===== src/rtl/fp_div_prenorm.sv =====
// -----------------------------------------------------------------------------
// fp_div_prenorm
//
// Operand pre-normalisation stage in front of the combinational FP32 divider.
// Accepts a dividend/divisor pair, resolves every IEEE-754 special case
// locally, and left-shifts subnormal significands one bit per cycle until both
// have bit 23 set. The downstream core therefore only ever sees normal operands
// together with the sign and the biased quotient exponent.
//
// Handshake: a transfer happens on a rising edge where valid and ready are both
// high. The producer holds valid and data stable until that edge. out_valid and
// all out_* data stay stable until out_ready is seen high.
//
// Ports
//   clk             in   1   rising-edge clock
//   rst_n           in   1   asynchronous active-low reset
//   in_valid        in   1   operand pair valid
//   in_ready        out  1   block can accept (IDLE and rst_n high)
//   a, b            in   32  dividend / divisor, FP32 bits
//   out_valid       out  1   outputs valid, held until out_ready
//   out_ready       in   1   downstream accepts
//   out_sign        out  1   quotient sign (0 for NaN)
//   out_exp         out  10  signed, ea - eb + 127
//   out_man_a       out  24  normalised dividend significand
//   out_man_b       out  24  normalised divisor significand
//   out_special     out  1   out_special_res holds the final result
//   out_special_res out  32  final FP32 result for special cases, else 0
//   dbg_state       out  2   current FSM state (0 IDLE, 1 NORM, 2 OUT)
// -----------------------------------------------------------------------------
module fp_div_prenorm (
   input  logic        clk,
   input  logic        rst_n,
   input  logic        in_valid,
   output logic        in_ready,
   input  logic [31:0] a,
   input  logic [31:0] b,
   output logic        out_valid,
   input  logic        out_ready,
   output logic        out_sign,
   output logic [9:0]  out_exp,
   output logic [23:0] out_man_a,
   output logic [23:0] out_man_b,
   output logic        out_special,
   output logic [31:0] out_special_res,
   output logic [1:0]  dbg_state
);

   typedef enum logic [1:0] {
      S_IDLE = 2'd0,
      S_NORM = 2'd1,
      S_OUT  = 2'd2
   } state_t;

   state_t             state_q, state_d;
   logic [23:0]        man_a_q, man_a_d;
   logic [23:0]        man_b_q, man_b_d;
   logic signed [9:0]  ea_q, ea_d;
   logic signed [9:0]  eb_q, eb_d;
   logic               sign_q, sign_d;
   logic               special_q, special_d;
   logic [31:0]        special_res_q, special_res_d;

   // Raw operand classification
   logic [7:0]  a_exp, b_exp;
   logic [22:0] a_frac, b_frac;
   logic        a_nan, b_nan, a_inf, b_inf, a_zero, b_zero;
   logic        sp_nan, sp_inf, sp_zero, is_special;
   logic        sign_ab;

   assign a_exp  = a[30:23];
   assign b_exp  = b[30:23];
   assign a_frac = a[22:0];
   assign b_frac = b[22:0];
   assign a_nan  = (a_exp == 8'hFF) && (a_frac != 23'd0);
   assign b_nan  = (b_exp == 8'hFF) && (b_frac != 23'd0);
   assign a_inf  = (a_exp == 8'hFF) && (a_frac == 23'd0);
   assign b_inf  = (b_exp == 8'hFF) && (b_frac == 23'd0);
   assign a_zero = (a_exp == 8'h00) && (a_frac == 23'd0);
   assign b_zero = (b_exp == 8'h00) && (b_frac == 23'd0);
   assign sign_ab = a[31] ^ b[31];

   // Priority is encoded by masking: once NaN cases are removed, any inf
   // dividend or zero divisor gives infinity; what remains with a zero
   // dividend or inf divisor gives zero.
   assign sp_nan     = a_nan | b_nan | (a_zero & b_zero) | (a_inf & b_inf);
   assign sp_inf     = !sp_nan & (a_inf | b_zero);
   assign sp_zero    = !sp_nan & !sp_inf & (a_zero | b_inf);
   assign is_special = sp_nan | sp_inf | sp_zero;

   always_comb begin
      state_d       = state_q;
      man_a_d       = man_a_q;
      man_b_d       = man_b_q;
      ea_d          = ea_q;
      eb_d          = eb_q;
      sign_d        = sign_q;
      special_d     = special_q;
      special_res_d = special_res_q;

      case (state_q)
         S_IDLE: begin
            if (in_valid && in_ready) begin
               special_d = is_special;
               sign_d    = sp_nan ? 1'b0 : sign_ab;
               if (is_special) begin
                  man_a_d = 24'd0;
                  man_b_d = 24'd0;
                  ea_d    = 10'sd0;
                  eb_d    = 10'sd0;
                  if (sp_nan)
                     special_res_d = 32'h7FC0_0000;
                  else if (sp_inf)
                     special_res_d = {sign_ab, 8'hFF, 23'd0};
                  else
                     special_res_d = {sign_ab, 31'd0};
                  state_d = S_OUT;
               end else begin
                  // Subnormals carry the hidden-bit-less significand with the
                  // exponent of the smallest normal (1).
                  special_res_d = 32'd0;
                  man_a_d = {(a_exp != 8'd0), a_frac};
                  man_b_d = {(b_exp != 8'd0), b_frac};
                  ea_d    = (a_exp != 8'd0) ? $signed({2'b00, a_exp}) : 10'sd1;
                  eb_d    = (b_exp != 8'd0) ? $signed({2'b00, b_exp}) : 10'sd1;
                  state_d = S_NORM;
               end
            end
         end

         S_NORM: begin
            if (man_a_q[23] && man_b_q[23]) begin
               state_d = S_OUT;
            end else begin
               if (!man_a_q[23]) begin
                  man_a_d = {man_a_q[22:0], 1'b0};
                  ea_d    = ea_q - 10'sd1;
               end
               if (!man_b_q[23]) begin
                  man_b_d = {man_b_q[22:0], 1'b0};
                  eb_d    = eb_q - 10'sd1;
               end
            end
         end

         S_OUT: begin
            if (out_ready)
               state_d = S_IDLE;
         end

         default: state_d = S_IDLE;
      endcase
   end

   always_ff @(posedge clk or negedge rst_n) begin
      if (!rst_n) begin
         state_q       <= S_IDLE;
         man_a_q       <= 24'd0;
         man_b_q       <= 24'd0;
         ea_q          <= 10'sd0;
         eb_q          <= 10'sd0;
         sign_q        <= 1'b0;
         special_q     <= 1'b0;
         special_res_q <= 32'd0;
      end else begin
         state_q       <= state_d;
         man_a_q       <= man_a_d;
         man_b_q       <= man_b_d;
         ea_q          <= ea_d;
         eb_q          <= eb_d;
         sign_q        <= sign_d;
         special_q     <= special_d;
         special_res_q <= special_res_d;
      end
   end

   logic signed [9:0] exp_calc;
   assign exp_calc = ea_q - eb_q + 10'sd127;

   // Data outputs are forced to zero outside OUT so that reset and idle
   // present a clean all-zero bus.
   assign in_ready        = (state_q == S_IDLE) && rst_n;
   assign out_valid       = (state_q == S_OUT);
   assign out_sign        = out_valid & sign_q;
   assign out_exp         = (out_valid && !special_q) ? exp_calc : 10'd0;
   assign out_man_a       = out_valid ? man_a_q : 24'd0;
   assign out_man_b       = out_valid ? man_b_q : 24'd0;
   assign out_special     = out_valid & special_q;
   assign out_special_res = out_valid ? special_res_q : 32'd0;
   assign dbg_state       = state_q;

endmodule


===== config.mk =====
export PLATFORM = sky130hd
export DESIGN_NAME = fp_div_prenorm
export DESIGN_NICKNAME = d
export VERILOG_FILES = /design/src/rtl/fp_div_prenorm.sv
export SDC_FILE = /design/constraint.sdc
export NUM_CORES = 1
export LEC_CHECK = 0
export CORE_ASPECT_RATIO = 1.2
export CORE_UTILIZATION = 23
export CTS_CLUSTER_DIAMETER = 200
export CTS_CLUSTER_SIZE = 40
export DETAILED_ROUTE_END_ITERATION = 16
export HOLD_SLACK_MARGIN = 0.03
export PLACE_DENSITY = 0.45
export RECOVER_POWER = 25
export SYNTH_ARGS = -nofsm -noshare
export SYNTH_HDL_FRONTEND = slang
export SYNTH_SLANG_ARGS = --single-unit

===== constraint.sdc =====
create_clock -name clk -period 3.46 [get_ports clk]
set_input_delay 0.865 -clock clk [delete_from_list [all_inputs] [get_ports clk]]
set_output_delay 0.865 -clock clk [all_outputs]
set_load 0.05 [all_outputs]

==> out/metrics.yaml <==
violations: "max-capacitance violations, max-slew violations, negative setup slack"
netlist_area_sq_mm: 0.00484
setup_violations: 1
power_w: 0.00700
ios: 164
die_area_sq_mm: 0.0216
nets: 812
holdBufCountCts: 0
ctsRootBufferMaster: "clkbuf_16"
ir_drop_v: 0.000464
seq_area_sq_mm: 0.00188
drc_errors: 0
avgSynthCellArea_sq_um: 8.30
syn2layout_area_growth_pct: 57.9
synth_edf_count: 0
rsz0062_at_grt: "yes"
cp_top_family: "adder cells"
multi_input_area_sq_mm: 0.00276
start_util_pct: 23.7
hold_class: "register to register"
numCtsBuffers: 9
worst_ep_arrival_time_ps: 2640
synth-xor-area-share_pct: 1.99
fin_cells: 994
synthCells: 583
drt-pass1-iter-count: 5
routed_wl_um: 17000
drive_gt1_share_pct: 19.2
p_leak_nw: 3.23
routedWlPerCell_um: 17.1
fmax_mhz: 285
rows: 57
worstMarginPinSlew_ps: 2010
vias: 4785
clock_latency_ps: 340
dp_hpwl_um: 12700
synth_top_family_by_area: "simple AND/OR/NAND/NOR gates"
relSlewSlack_pct: -33.8
p_per_area_mw_per_mm2: 916
start_kind: "register"
port-buffer-count: 141
critPathMaxStageDelay_ps: 410
grt_max_degree: 76
cp-end-kind: "output pin"
synth_fa_ha_area_share_pct: 5.32
grt_antenna_before_repair: 1
path_class: "register to output pin"
critPathMaxFanout: 2
n_antenna_cell: 0
fin_crit_sh_pct: 101
grtUsageTotal_pct: 16.2
cts_tree: "built"
hold_viol: 0
synth-seq-cells: 75
cp.required_ps: 2590
h-tree-depth: 3
worst_slack_ps: -49.9
synthDistinctLibCells: 52
final.min_clock_period_ps: 3510
synthMuxAreaShare_pct: 0
slew_violations: 76
async_flop_share_pct: 100
final_antenna_net_count: 0
layout_common_cells: "nand2_1, dfrtp_1, clkdlybuf4s50_1, buf_12, and2_1"
synth_compound_area_share_pct: 17.5
clkTransAtPathRegs_ps: 60
first_iter_violations: 229
seq_area_frac_synth_pct: 38.8
yosys_most_used_dff: "dfrtp_1"
status: "finished, violations left"
tns_ps: -49.9
yosys_warnings: 0
fillCellCount: 2040
die_h_um: 161
slowest_stage: "dfrtp_1"
final_util_pct: 37.3
crit_buf_inv: 2
grt_pass1_vias: 4933
fp.dieW_um: 134
clkSinkCount: 75
crit_chain: "ha_4 -> ha_4 -> inv_2 -> fa_2 -> nor2b_4 -> o21ai_2 -> nand2b_1 -> a311oi_2 -> or3_1 -> a21oi_2 -> buf_12"
dp.cells: 968
core_sq_mm: 0.0205
vias_per_cell: 4.81
overflow: 0
fin_skew_ps: 8.36
path_common_cell: "ha_4"
clk_path_buf_depth: 2
grt_pass1_wl_um: 27000
routabilityCongestion: 0.823
synthSimpleGateAreaFrac_pct: 27.7
cap_viol_max_count: 1
[cells in the mapped netlist (2+ instances only)]
| cell | number | area share, % |
|---|---|---|
| o21ai_0 | 26 | 2.7 |
| a31oi_1 | 2 | 0.26 |
| nor2b_1 | 2 | 0.26 |
| nor4_1 | 10 | 1.3 |
| nand4_1 | 5 | 0.65 |
| or4_1 | 7 | 1.1 |
| inv_1 | 19 | 1.5 |
| nand2b_1 | 7 | 0.90 |
| a21oi_1 | 32 | 3.3 |
| nor2_1 | 52 | 4.0 |
| xnor2_1 | 5 | 0.90 |
| buf_6 | 2 | 0.47 |
| o221ai_1 | 4 | 0.72 |
| o21ai_1 | 15 | 1.6 |
| a22oi_1 | 30 | 4.7 |
| nand3_1 | 22 | 2.3 |
| nand2_1 | 75 | 5.8 |
| clkbuf_1 | 28 | 2.2 |
| a221o_1 | 4 | 0.83 |
| dfrtp_1 | 75 | 39 |
| nor3_1 | 11 | 1.1 |
| xor2_1 | 6 | 1.1 |
| or3_1 | 8 | 1.0 |
| ha_1 | 19 | 4.9 |
| nor3b_1 | 2 | 0.31 |
| and2_1 | 55 | 7.1 |
| a311oi_1 | 6 | 1.1 |
| and4_1 | 2 | 0.36 |
| buf_4 | 29 | 4.5 |
[metrics by stage]
step / cell area (sq um) / hold slack [ps] / setup slack (ps)
after CTS: 7630 / 497 / -58.5
final: 7640 / 495 / -49.9
after floorplan: 4920 / 447 / 67.2
after global routing: 7640 / 511 / -195
after global placement: 7160 / 472 / 90.4
after detailed placement: 7160 / 484 / 44.2
[flip-flops by register name, summed over array words and instances (netlist names)]
register,cells
dbg_state,2
special_q,1
man_a_q,24
man_b_q,24
eb_q,10
ea_q,10
special_res_q,3
sign_q,1
[worst paths after layout]
path	startpoint	end	slack (ps)	cells past startpoint
min	special_res_q[22]	special_res_q[22]	490	1
max reg2reg	dbg_state[1]	ea_q[9]	1020	6
max in group asynchronous	rst_n	man_b_q[2]	910	2
min reg2reg	special_res_q[22]	special_res_q[22]	490	1
min in group asynchronous	rst_n	man_a_q[23]	1380	2
max	ea_q[1]	out_exp[9]	-50	11
[repair_timing]
action	in CTS	in global routing
hold endpoints to repair	0	0
setup endpoints to repair	3	3
resized for setup	19	3
setup buffers	10	0
pin swaps	12	4
[logic make-up (layout without fill, tap and decap cells)]
group                    Yosys count  after routing
AND/OR/NAND/NOR                  265            265
XOR/XNOR                          11             11
adder cells (fa/ha/maj)           20             20
other                              1             22
buffers and inverters             79            204
AO/OA/AOI/OAI                    132            132
flip-flops                        75             75
[final cells by class]
type / instances / area share [%]
clock buffer: 12 / 3.36
clock inverter: 4 / 0.638
inverter: 19 / 0.933
multi-input combinational: 450 / 36.1
sequential: 75 / 24.5
tap: 265 / 4.34
timing repair buffer: 169 / 30.1
[power by group]
group / total [W] / switching, W / internal [W]
Sequential: 0.00164 / 0.000365 / 0.00128
Clock: 0.000975 / 0.000378 / 0.000597
Combinational: 0.00438 / 0.00245 / 0.00194
Total: 0.00700 / 0.00319 / 0.00381
[routing by layer]
| layer | track usage, % | vias up | routed length (um) |
|---|---|---|---|
| met1 | 19.5 | 2333 | 6940 |
| met5 | 0 | - | 0 |
| met2 | 28.3 | 150 | 8820 |
| met3 | 2.65 | 25 | 778 |
| met4 | 7.10 | 0 | 490 |
| li1 | - | 2277 | - |
(Power assumes the default switching activity.)
